File: config.mk
export PLATFORM = sky130hd
export DESIGN_NAME = event_wake_ctrl
export DESIGN_NICKNAME = d
export VERILOG_FILES = /design/src/rtl/event_wake_pkg.sv /design/src/rtl/wake_timer.sv /design/src/rtl/event_wake_ctrl.sv
export SDC_FILE = /design/constraint.sdc
export NUM_CORES = 1
export LEC_CHECK = 0
export ABC_AREA = 1
export CAP_MARGIN = 0
export CORE_UTILIZATION = 52
export DETAILED_ROUTE_END_ITERATION = 10
export PLACE_DENSITY_LB_ADDON = 0.08
export REMOVE_ABC_BUFFERS = 1
export SYNTH_ARGS = -nofsm -noshare
export SYNTH_HDL_FRONTEND = slang
export SYNTH_SLANG_ARGS = --single-unit
File: constraint.sdc
create_clock -name HCLK -period 1.9 [get_ports HCLK]
set_input_delay 0.38 -clock HCLK [delete_from_list [all_inputs] [get_ports HCLK]]
set_output_delay 0.38 -clock HCLK [all_outputs]
set_load 0.005 [all_outputs]
File: src/rtl/event_wake_pkg.sv
// +-----------------------------------------------------------------------------+
// | event_wake_pkg : shared constants for the event/timer wake controller       |
// | Rev 1.0                                                                     |
// +-----------------------------------------------------------------------------+
`default_nettype none

package event_wake_pkg;

   // Word offsets, decoded on PADDR[4:2]
   localparam logic [2:0] REG_MASK       = 3'd0;
   localparam logic [2:0] REG_PENDING    = 3'd1;
   localparam logic [2:0] REG_CLEAR      = 3'd2;
   localparam logic [2:0] REG_TIMER_CMP  = 3'd3;
   localparam logic [2:0] REG_TIMER_CTRL = 3'd4;
   localparam logic [2:0] REG_TIMER_VAL  = 3'd5;
   localparam logic [2:0] REG_ID         = 3'd6;
   localparam logic [2:0] REG_WAKE_CNT   = 3'd7;

   localparam int TCTRL_EN_BIT      = 0;
   localparam int TCTRL_ONESHOT_BIT = 1;
   localparam int ID_VALID_BIT      = 31;

   localparam logic [0:0] ST_AWAKE  = 1'b0;
   localparam logic [0:0] ST_ASLEEP = 1'b1;

endpackage

`default_nettype wire

File: src/rtl/wake_timer.sv
// +-----------------------------------------------------------------------------+
// | wake_timer : compare timer with one-shot mode, emits a single-cycle fire    |
// | Rev 1.0                                                                     |
// +-----------------------------------------------------------------------------+
`default_nettype none

module wake_timer
   import event_wake_pkg::*;
(
   input  logic        clk_i,
   input  logic        rst_ni,
   input  logic        cmp_we_i,
   input  logic        ctrl_we_i,
   input  logic [31:0] wdata_i,
   output logic [31:0] cmp_o,
   output logic [1:0]  ctrl_o,
   output logic [31:0] cnt_o,
   output logic        fire_o
);

   logic [31:0] cmp_q, cmp_d;
   logic [31:0] cnt_q, cnt_d;
   logic        en_q, en_d;
   logic        oneshot_q, oneshot_d;

   assign fire_o = en_q && (cnt_q == cmp_q);

   always_comb begin
      cmp_d     = cmp_q;
      cnt_d     = cnt_q;
      en_d      = en_q;
      oneshot_d = oneshot_q;
      if (en_q) begin
         if (fire_o) begin
            cnt_d = '0;
            if (oneshot_q) en_d = 1'b0;
         end else begin
            cnt_d = cnt_q + 32'd1;
         end
      end
      // Software reprogramming restarts the count and overrides the one-shot disable
      if (cmp_we_i) begin
         cmp_d = wdata_i;
         cnt_d = '0;
      end
      if (ctrl_we_i) begin
         en_d      = wdata_i[TCTRL_EN_BIT];
         oneshot_d = wdata_i[TCTRL_ONESHOT_BIT];
         cnt_d     = '0;
      end
   end

   always_ff @(posedge clk_i or negedge rst_ni) begin
      if (!rst_ni) begin
         cmp_q     <= '0;
         cnt_q     <= '0;
         en_q      <= 1'b0;
         oneshot_q <= 1'b0;
      end else begin
         cmp_q     <= cmp_d;
         cnt_q     <= cnt_d;
         en_q      <= en_d;
         oneshot_q <= oneshot_d;
      end
   end

   assign cmp_o  = cmp_q;
   assign ctrl_o = {oneshot_q, en_q};
   assign cnt_o  = cnt_q;

endmodule

`default_nettype wire

File: src/rtl/event_wake_ctrl.sv
// +-----------------------------------------------------------------------------+
// | event_wake_ctrl : APB wake-source controller (edge capture, mask, ID, count)|
// | Rev 1.0                                                                     |
// +-----------------------------------------------------------------------------+
`default_nettype none

module event_wake_ctrl
   import event_wake_pkg::*;
#(
   parameter int APB_ADDR_WIDTH = 12,
   parameter int NB_EVENTS      = 8
) (
   input  logic                      HCLK,
   input  logic                      HRESETn,
   input  logic [APB_ADDR_WIDTH-1:0] PADDR,
   input  logic [31:0]               PWDATA,
   input  logic                      PWRITE,
   input  logic                      PSEL,
   input  logic                      PENABLE,
   output logic [31:0]               PRDATA,
   output logic                      PREADY,
   output logic                      PSLVERR,
   input  logic [NB_EVENTS-1:0]      event_i,
   input  logic                      core_sleeping_i,
   output logic                      wake_o
);

   localparam int NB_SRC = NB_EVENTS + 1;

   logic [NB_EVENTS-1:0] event_q;
   logic [NB_SRC-1:0]    pending_q, pending_d;
   logic [NB_SRC-1:0]    mask_q, mask_d;
   logic                 wake_q;
   logic [0:0]           state_q, state_d;
   logic [31:0]          wake_cnt_q, wake_cnt_d;

   logic                 apb_wr, apb_rd;
   logic [2:0]           addr;
   logic [NB_SRC-1:0]    active, lowest, set_vec, clr_vec;
   logic                 id_valid;
   logic [4:0]           id_idx;
   logic                 wake_inc;
   logic [31:0]          tmr_cmp, tmr_cnt;
   logic [1:0]           tmr_ctrl;
   logic                 tmr_fire;
   logic                 w_unused_ok;

   assign apb_wr  = PSEL && PENABLE && PWRITE;
   assign apb_rd  = PSEL && PENABLE && !PWRITE;
   assign addr    = PADDR[4:2];
   assign PREADY  = 1'b1;
   assign PSLVERR = 1'b0;
   assign w_unused_ok = ^{PADDR[APB_ADDR_WIDTH-1:5], PADDR[1:0]};

   wake_timer u_timer (
      .clk_i     (HCLK),
      .rst_ni    (HRESETn),
      .cmp_we_i  (apb_wr && (addr == REG_TIMER_CMP)),
      .ctrl_we_i (apb_wr && (addr == REG_TIMER_CTRL)),
      .wdata_i   (PWDATA),
      .cmp_o     (tmr_cmp),
      .ctrl_o    (tmr_ctrl),
      .cnt_o     (tmr_cnt),
      .fire_o    (tmr_fire)
   );

   assign active = pending_q & mask_q;
   // Isolate the lowest set bit; this is the source acknowledged by an ID read
   assign lowest = active & ~(active - NB_SRC'(1));

   always_comb begin
      id_valid = 1'b0;
      id_idx   = '0;
      for (int i = NB_SRC - 1; i >= 0; i--) begin
         if (active[i]) begin
            id_valid = 1'b1;
            id_idx   = 5'(i);
         end
      end
   end

   always_comb begin
      set_vec = {tmr_fire, event_i & ~event_q};
      clr_vec = '0;
      if (apb_wr && (addr == REG_CLEAR)) clr_vec = PWDATA[NB_SRC-1:0];
      if (apb_rd && (addr == REG_ID))    clr_vec = clr_vec | lowest;
      // A same-cycle set outranks any clear
      pending_d = (pending_q & ~clr_vec) | set_vec;
      mask_d    = (apb_wr && (addr == REG_MASK)) ? PWDATA[NB_SRC-1:0] : mask_q;
   end

   always_comb begin
      state_d  = state_q;
      wake_inc = 1'b0;
      case (state_q)
         ST_AWAKE:  if (core_sleeping_i) state_d = ST_ASLEEP;
         ST_ASLEEP: if (!core_sleeping_i) begin
            state_d  = ST_AWAKE;
            wake_inc = 1'b1;
         end
         default:   state_d = ST_AWAKE;
      endcase
      if (apb_wr && (addr == REG_WAKE_CNT)) wake_cnt_d = PWDATA;
      else                                  wake_cnt_d = wake_cnt_q + {31'd0, wake_inc};
   end

   always_ff @(posedge HCLK or negedge HRESETn) begin
      if (!HRESETn) begin
         event_q    <= '0;
         pending_q  <= '0;
         mask_q     <= '0;
         wake_q     <= 1'b0;
         state_q    <= ST_AWAKE;
         wake_cnt_q <= '0;
      end else begin
         event_q    <= event_i;
         pending_q  <= pending_d;
         mask_q     <= mask_d;
         wake_q     <= |active;
         state_q    <= state_d;
         wake_cnt_q <= wake_cnt_d;
      end
   end

   always_comb begin
      PRDATA = '0;
      if (apb_rd) begin
         case (addr)
            REG_MASK:       PRDATA = 32'(mask_q);
            REG_PENDING:    PRDATA = 32'(pending_q);
            REG_TIMER_CMP:  PRDATA = tmr_cmp;
            REG_TIMER_CTRL: PRDATA = {30'd0, tmr_ctrl};
            REG_TIMER_VAL:  PRDATA = tmr_cnt;
            REG_ID: begin
               PRDATA[ID_VALID_BIT] = id_valid;
               PRDATA[4:0]          = id_idx;
            end
            REG_WAKE_CNT:   PRDATA = wake_cnt_q;
            default:        PRDATA = '0;
         endcase
      end
   end

   assign wake_o = wake_q;

endmodule

`default_nettype wire
==> metrics.yaml <==
routing:
  drc: 0
  dr.pass1.iters: 8
  vias: 10400
  drtIter0Drc: 1651
  ant_nets: 0
  wirelength_um: 38100
  vias_per_cell: 6.34
  wl_per_cell_um: 23.3
die:
  initial_core_util: 0.540
  die_x_um: 126
  core_area_sq_um: 14800
  io_pins: 93
  die_h_um: 126
  floorplan.rows: 44
  die_area_sq_um: 15800
sta:
  max_slew_margin: 0.512
  rsz0062_at_grt: "true"
  finalCritPeriodShare: 1.20
  fin_ws_ns: -0.388
  worst_pin_slew_ns: 0.732
  finalCriticalPeriod_ns: 2.29
  fin_setup_tns_ns: -8.25
  slew_violations: 0
  skew_ns: 0.0137
  setup_viol: 67
  final-hold-violation-count: 0
  clock.fmax_mhz: 437
worst_hold_path:
  hp-class: "input pin to asynchronous set/reset pin"
status:
  failed_checks: "setup timing"
  status: "finished with violations"
final_layout:
  layout-drive-gt1-share: 0.355
  fin_cells: 1635
  final_area_sq_um: 12700
  final_core_util: 0.858
  area_delta_synth_final_pct: 59.0
  num-nets-final: 1499
  diodes: 0
logic_synthesis:
  synth-seq-cells: 126
  synthXorXnorAreaFrac: 0.0517
  syn_area_sq_um: 7970
  synthAdderAreaFrac: 0.00471
  seq_area_frac_synth: 0.396
  synth-edff-count: 0
  synth_cell_type_count: 45
  syn_inst: 1117
  syn_area_per_cell_sq_um: 7.13
  ys.flop_type: "dfrtp_1"
  synth-simple-area-share: 0.319
  synth_mux_area_frac: 0
  synth-compound-area-share: 0.131
  ys.warnings.count: 0
  synth_top_family_by_area: "simple AND/OR/NAND/NOR gates"
  synthArstFlopShare: 1.00
global_routing:
  use_met2: 0.659
  grtUsageMet1: 0.566
  overflow: 0
  grt_use_met3: 0.0862
  antenna_found_initial: 2
  first_global_vias: 9423
  grt_use_total: 0.428
  busiest_layer: "met2"
  grt_pass1_wl_um: 51400
  grt_max_degree: 127
clock_network:
  clock_sinks: 126
  holdBufCountCts: 0
  clk_root_buffer_cell: "clkbuf_16"
  worstSkewPairLatency_ns: 0.44
  cts_max_path_buffers: 2
  cts_buffers: 17
  clk_pin_slew_ns: 0.06
  cts_tree: "done"
  h-tree-depth: 4
worst_setup_path:
  critical_path_arrival_ns: 1.91
  worstSetupPathType: "flop to output pin"
  worstPathRequired_ns: 1.52
  path_max_fanout: 2
  start_kind: "flop"
  cp-end-kind: "output pin"
place:
  io_buffers: 81
  place_inst: 1511
  gp_congestion: 0.963
  placed_cell_area_sq_um: 10200
  dp_hpwl_um: 20900
flow_run:
  max-cap-violations: 0
power:
  power_w: 0.0106
  p_per_area_nw_per_um2: 833
  leakagePower_nw: 6.20
  peakVddDrop_uv: 899
## routing by layer
metal,wire (um),vias to the layer above
li1,-,4269
met1,13100,4787
met5,13,-
met3,5370,369
met2,16200,944
met4,3470,2
## cells in the mapped netlist, drive strengths merged (7+ instances only)
| cell | instances | share of area |
|---|---|---|
| nor2 | 104 | 0.061 |
| nand4 | 29 | 0.023 |
| xor2 | 34 | 0.037 |
| buf | 18 | 0.014 |
| o221ai | 17 | 0.019 |
| dfrtp | 126 | 0.40 |
| a31oi | 7 | 0.0055 |
| nor3 | 31 | 0.024 |
| clkbuf | 18 | 0.0088 |
| a21oi | 18 | 0.011 |
| o22ai | 26 | 0.020 |
| xnor2 | 13 | 0.014 |
| nand3 | 54 | 0.038 |
| o21ai | 88 | 0.055 |
| nand2 | 344 | 0.17 |
| inv | 157 | 0.074 |
## area by class of cell
type / instances / area [sq um]
Clock buffer: 20 / 467
Tap cell: 184 / 230
Sequential cell: 126 / 3160
Fill cell: 785 / 2090
Clock inverter: 12 / 133
Timing Repair Buffer: 337 / 3140
Multi-Input combinational cell: 799 / 4920
Inverter: 157 / 616
## report_power, final
group          switching [W]  internal [W]
logic                0.00195       0.00143
clock network        0.00136       0.00204
registers           0.000652       0.00312
## kinds of logic (layout without fill, tap and decap cells)
logic type	after synthesis	after routing
flops	126	126
simple gates	570	571
compound gates	176	176
fa+ha+maj	3	3
other cells	2	2
buf+inv	193	526
xor+xnor	47	47
## timing repair
item,CTS,global route
setup buffers,57,33
cloned,6,5
setup endpoints to repair,61,85
pin swaps,64,71
gates resized for setup,325,134
## critical path, stage by stage (launching register included)
cell,delay [ns]
dfrtp_1,0.40
nand2_2,0.10
buf_4,0.12
buf_4,0.11
a31oi_4,0.08
nor3_1,0.20
a21oi_1,0.10
a31oi_1,0.22
buf_2,0.16
## cell usage in the layout (no fill, tap or decap), drive strengths merged, types with 25 or more instances in the layout
| cell type | Yosys | layout |
|---|---|---|
| buf | 18 | 289 |
| clkbuf | 18 | 25 |
| clkdlybuf4s50 | 0 | 41 |
| dfrtp | 126 | 126 |
| inv | 157 | 158 |
| nand2 | 344 | 345 |
| nand3 | 54 | 54 |
| nand4 | 29 | 29 |
| nor2 | 104 | 104 |
| nor3 | 31 | 31 |
| o21ai | 88 | 88 |
| o22ai | 26 | 26 |
| xor2 | 34 | 34 |
## stage by stage
stage               setup slack [ns]  hold slack [ns]
floorplan                     -0.350           0.0844
global placement              -0.778            0.401
detailed placement            -0.807            0.417
CTS                           -0.262            0.104
global route                  -0.413           0.0976
finish                        -0.388           0.0231
## state kept, by name, indices dropped and copies added (netlist names)
register	flops
pending_q	9
state_q	1
event_q	8
u_timer.cnt_o	32
mask_q	9
wake_o	1
u_timer.cmp_o	32
wake_cnt_q	32
u_timer.oneshot_q	1
u_timer.en_q	1
## worst paths after layout
path,slack [ns],cells after the start,end,start
max in group asynchronous,1.30,2,wake_cnt_q[24]$_DFF_PN0_,HRESETn
hold reg to reg,0.43,1,pending_q[4]$_DFF_PN0_,event_q[4]$_DFF_PN0_
setup / recovery,-0.39,8,PRDATA[1],pending_q[5]$_DFF_PN0_
setup reg to reg,-0.22,13,wake_cnt_q[31]$_DFF_PN0_,state_q$_DFF_PN0_
hold / removal,0.02,2,pending_q[1]$_DFF_PN0_,HRESETn
min in group HCLK,0.29,1,state_q$_DFF_PN0_,core_sleeping_i
Note: power is estimated with default switching activity, not from simulation.
